===== config.mk =====
export PLATFORM = sky130hd
export DESIGN_NAME = mod15_seq_ctrl
export DESIGN_NICKNAME = d
export VERILOG_FILES = /design/src/rtl/mod15_seq_ctrl.sv
export SDC_FILE = /design/constraint.sdc
export NUM_CORES = 1
export LEC_CHECK = 0
export ABC_AREA = 1
export CORE_ASPECT_RATIO = 1.5
export CORE_MARGIN = 5
export CORE_UTILIZATION = 35
export CTS_BUF_LIST = sky130_fd_sc_hd__clkbuf_8
export CTS_CLUSTER_SIZE = 10
export DETAILED_ROUTE_END_ITERATION = 10
export GPL_TIMING_DRIVEN = 0
export PLACE_DENSITY = 0.63
export SLEW_MARGIN = 10
export SYNTH_ARGS = -nofsm -noshare
export SYNTH_HDL_FRONTEND = slang
export SYNTH_SLANG_ARGS = --single-unit
export TNS_END_PERCENT = 30

===== constraint.sdc =====
create_clock -name clk -period 2.35 [get_ports clk]
set_clock_uncertainty 0.05 [all_clocks]
set_input_delay 0.47 -clock clk [delete_from_list [all_inputs] [get_ports clk]]
set_output_delay 0.47 -clock clk [all_outputs]
set_load 0.03 [all_outputs]

===== src/rtl/mod15_seq_ctrl.sv =====
`default_nettype none
// ============================================================================
// Module      : mod15_seq_ctrl
// Description : Two-requester command sequencer for an external up/down
//               counter. It arbitrates LOAD/UP/DOWN/CLEAR commands, drives
//               the counter control inputs, and reports completion together
//               with the counter value seen in the completion cycle.
// Revision    : 1.0 - initial release
// ============================================================================
module mod15_seq_ctrl #(
  parameter int ARB_RR = 1
) (
  input  logic       clk,
  input  logic       rst,
  input  logic       req0_valid,
  input  logic [1:0] req0_op,
  input  logic [3:0] req0_arg,
  output logic       req0_ready,
  input  logic       req1_valid,
  input  logic [1:0] req1_op,
  input  logic [3:0] req1_arg,
  output logic       req1_ready,
  output logic       cnt_load,
  output logic       cnt_mode,
  output logic [3:0] cnt_data,
  input  logic [3:0] cnt_value,
  output logic       busy,
  output logic       done,
  output logic       done_id,
  output logic [3:0] done_value
);

  typedef enum logic [1:0] {
    IDLE    = 2'd0,
    EXEC_LD = 2'd1,
    COUNT   = 2'd2,
    DONE    = 2'd3
  } state_e;

  localparam logic [1:0] OP_LOAD  = 2'b00;
  localparam logic [1:0] OP_UP    = 2'b01;
  localparam logic [1:0] OP_DOWN  = 2'b10;
  localparam logic [1:0] OP_CLEAR = 2'b11;

  state_e     state_q, state_d;
  logic [1:0] op_q, op_d;
  logic [3:0] arg_q, arg_d;
  logic       id_q, id_d;
  logic [3:0] step_q, step_d;
  logic       last_q, last_d;

  logic       gnt_valid;
  logic       gnt_id;
  logic [1:0] gnt_op;
  logic [3:0] gnt_arg;

  // State register; reset leaves the pointer at 1 so req0 wins the first tie.
  always_ff @(posedge clk) begin
    if (!rst) begin
      state_q <= IDLE;
      op_q    <= OP_LOAD;
      arg_q   <= 4'd0;
      id_q    <= 1'b0;
      step_q  <= 4'd0;
      last_q  <= 1'b1;
    end else begin
      state_q <= state_d;
      op_q    <= op_d;
      arg_q   <= arg_d;
      id_q    <= id_d;
      step_q  <= step_d;
      last_q  <= last_d;
    end
  end

  // Arbiter: on a tie, round-robin picks the requester not granted last,
  // fixed priority always picks req0; a lone requester always wins.
  always_comb begin
    gnt_valid = req0_valid | req1_valid;
    if (req0_valid && req1_valid) begin
      gnt_id = (ARB_RR != 0) ? ~last_q : 1'b0;
    end else begin
      gnt_id = ~req0_valid;
    end
    gnt_op  = gnt_id ? req1_op  : req0_op;
    gnt_arg = gnt_id ? req1_arg : req0_arg;
  end

  // Next-state and output decode; outputs are forced quiet while in reset.
  always_comb begin
    state_d    = state_q;
    op_d       = op_q;
    arg_d      = arg_q;
    id_d       = id_q;
    step_d     = step_q;
    last_d     = last_q;
    req0_ready = 1'b0;
    req1_ready = 1'b0;
    cnt_load   = 1'b0;
    cnt_mode   = 1'b0;
    cnt_data   = 4'd0;
    busy       = 1'b0;
    done       = 1'b0;
    done_id    = 1'b0;
    done_value = 4'd0;

    case (state_q)
      IDLE: begin
        // Hold the counter by reloading its own value.
        cnt_load = 1'b1;
        cnt_data = cnt_value;
        if (gnt_valid) begin
          req0_ready = ~gnt_id;
          req1_ready = gnt_id;
          op_d       = gnt_op;
          arg_d      = gnt_arg;
          id_d       = gnt_id;
          last_d     = gnt_id;
          if (gnt_op == OP_LOAD || gnt_op == OP_CLEAR) begin
            state_d = EXEC_LD;
          end else if (gnt_arg == 4'd0) begin
            state_d = DONE;
          end else begin
            state_d = COUNT;
            step_d  = gnt_arg;
          end
        end
      end
      EXEC_LD: begin
        busy     = 1'b1;
        cnt_load = 1'b1;
        cnt_data = (op_q == OP_LOAD) ? arg_q : 4'd0;
        state_d  = DONE;
      end
      COUNT: begin
        // One counter step per cycle; leave once the last step is issued.
        busy     = 1'b1;
        cnt_mode = (op_q == OP_UP);
        step_d   = step_q - 4'd1;
        if (step_q <= 4'd1) begin
          state_d = DONE;
        end
      end
      DONE: begin
        busy       = 1'b1;
        cnt_load   = 1'b1;
        cnt_data   = cnt_value;
        done       = 1'b1;
        done_id    = id_q;
        done_value = cnt_value;
        state_d    = IDLE;
      end
      default: begin
        state_d = IDLE;
      end
    endcase

    if (!rst) begin
      req0_ready = 1'b0;
      req1_ready = 1'b0;
      cnt_load   = 1'b0;
      cnt_mode   = 1'b0;
      cnt_data   = 4'd0;
      busy       = 1'b0;
      done       = 1'b0;
      done_id    = 1'b0;
      done_value = 4'd0;
    end
  end

endmodule
`default_nettype wire


==> metrics.md <==
| Metric | Value |
|---|---|
| Cell taking the most area after synthesis | `dfxtp_1` |
| Worst setup EP type | `output pin` |
| Syn_nets | `195` |
| N_diodes | `0` |
| Placed Cells | `241` |
| Yosys warnings | `0` |
| Initial DRC count | `19` |
| Layout Cells excl Fill | `246` |
| Rows | `25` |
| DP Area | `0.00148 mm^2` |
| Antenna viol nets, final | `0` |
| Clk_lat worst skew | `240 ps` |
| Wire per inst | `11.4 um` |
| Cells after Synth | `168` |
| Buffers on Ports | `33` |
| Layout cells sized above 1 | `0.155` |
| Clock Sinks | `14` |
| First-pass GRT wire length | `5.01 mm` |
| Clock-pin slew on the worst setup and hold paths | `60 ps` |
| Number of global-route vias before repair | `1,162` |
| Drt first pass iters | `4` |
| Max_cap viols | `0` |
| Place WS | `-499 ps` |
| Die H | `78.6 um` |
| Hpwl dp | `2.40 mm` |
| Power per Cell Area | `1010 mW/mm^2` |
| Worst setup margin | `126 ps` |
| Synth top area share | `0.255` |
| Reg2Reg Setup Slack | `900 ps` |
| Ranking of synthesized cells by area | `dfxtp_1, nand2_1, inv_1` |
| Final hold vios | `0` |
| Sequential fraction of the synthesis area | `0.255` |
| TritonCTS clock tree | `yes` |
| I/O pins | `35` |
| Slew headroom | `0.789` |
| Lkg Pwr | `0.811 nW` |
| Via count | `1,151` |
| Placeable Area | `0.00310 mm^2` |
| Fin area | `0.00152 mm^2` |
| GRT Total Usage | `0.141` |
| Final setup fails | `0` |
| EDFF count, synth | `0` |
| GP Congestion | `0.786` |
| Critical path required time | `1830 ps` |
| Hold WC Path Type | `reg -> reg` |
| Syn_area_per_cell | `6.54 um^2` |
| Final layout net count | `234` |
| Flops & latches, synth | `14` |
| Layout area overhead | `38.6%` |
| Root Buffer | `clkbuf_8` |
| Initial core utilization | `0.355` |
| Pin count of the biggest net entering global routing | `11` |
| DRC errors left | `0` |
| Worst-path fanout max | `6` |
| GR Overflow Total | `0` |
| Highest Clock Rate | `0.450 GHz` |
| Slew Viols, Final | `0` |
| Total CTS buffers | `3` |
| Yosys cell types | `24` |
| CP Class | `in -> out` |
| WP data arrival | `1700 ps` |
| Minimum clock period | `2220 ps` |
| Synthesized area | `0.00110 mm^2` |
| Async set-reset flop share out of synthesis | `0` |
| Die Width | `55.7 um` |
| Initial antenna violation count | `0` |
| CTS max path bufs | `2` |
| Worst Setup Start Kind | `input pin` |
| Worst-Margin Slew | `315 ps` |
| Vias per cell | `4.68` |
| H-tree depth | `1` |
| Die Footprint | `0.00438 mm^2` |
| Most used DFF post-synth | `dfxtp_1` |
| Routed wire length | `2.80 mm` |
| RSZ-0062 raised after global routing | `yes` |
| Tcrit/Tclk final | `0.946` |
| Outcome | `finished, final reports clean` |
| IR drop worst, VDD | `403 uV` |
| # hold bufs at CTS | `0` |
| Hold_ws | `415 ps` |
| Setup TNS | `0 ps` |
timing repair:
action	CTS	global route
endpoints found under the setup margin	15	7
pin swaps	0	2
setup buffers	0	1
gates resized for setup	37	9
worst max-delay path, stage by stage:
cell             delay (ps)
clkdlybuf4s50_1         510
nand2_1                 180
nor2_1                  130
dlygate4sd2_1           410
where the power goes:
group	internal, mW	total (mW)	switching (mW)
Clock	0.148	0.237	0.0885
Combinational	0.357	0.919	0.562
Sequential	0.325	0.385	0.0598
Total	0.831	1.54	0.710
flip-flops by register name (all words and copies together), names as in the netlist:
| signal | cells |
|---|---|
| arg_q | 4 |
| step_q | 4 |
| op_q | 2 |
| state_q | 2 |
| id_q | 1 |
| last_q | 1 |
cell type report:
type,instances,area [um^2]
multi-input combinational,120,689
timing repair buffer,34,304
clock buffer,4,55.1
inverter,30,113
tap,40,50.0
sequential,14,280
buffer,4,31.3
fill,316,1570
per-stage QoR:
step | util | power, mW
2_1_floorplan | - | 1.06
3_3_place_gp | 0.478 | 1.30
3_5_place_dp | 0.478 | 1.33
4_1_cts | 0.489 | 1.55
5_1_grt | 0.492 | 1.70
6_report | 0.492 | 1.54
per-layer routing:
metal,up-vias,wire (um),track usage
met5,-,0,0
met4,0,57,0.0657
met3,4,105,0.0115
met2,27,1530,0.275
met1,511,1110,0.147
li1,609,-,-
cells in the mapped netlist (2+ instances only):
library cell and instances:
a22oi_1 5, nand3_1 13, nor2_1 23, nand2_4 2, nand2_2 6, ha_1 7
a21oi_1 9, buf_4 2, dfxtp_1 14, inv_1 29, or2_2 2, nand3b_1 2
o211ai_1 6, nor3_1 2, nand2_1 31, o21ai_0 7
worst paths after layout:
path / cells past startpoint / endpoint / from
worst max-delay path: 4 / done_value[1] / rst
worst min-delay path: 2 / id_q / id_q
worst min register to register: 2 / id_q / id_q
worst max register to register: 9 / step_q[1] / state_q[0]
layout by cell type (no fill, tap or decap):
cell             synthesis  routed
nand3_4                  1       1
nor3b_2                  0       1
nor2_2                   0       2
o21a_1                   1       1
nand2_8                  1       1
nand2_1                 31      31
nand3_1                 13      13
ha_1                     7       7
o21ai_0                  7       7
dlymetal6s2s_1           0       1
inv_2                    1       1
a21oi_1                  9       9
nor2_4                   1       1
clkbuf_8                 0       4
buf_4                    2       3
dfxtp_1                 14      14
nor2_1                  23      21
nand2_2                  6       6
clkbuf_4                 1       2
nand2_4                  2       2
nor3_1                   2       2
inv_1                   29      29
buf_2                    0       4
o211ai_1                 6       6
clkdlybuf4s50_1          0      17
a22oi_1                  5       5
clkbuf_2                 0       1
or2_2                    2       2
buf_6                    0       1
dlygate4sd2_1            0       9
nand3b_1                 2       2
cell families after synthesis:
logic type	count (synthesis)	synth area share
adders and majority gates	7	0.0797
DFF	14	0.255
and+or+nand+nor	85	0.384
AOI/OAI and AO/OA	28	0.155
buffers and inverters	34	0.126
Power figures use the tool's default switching activity.
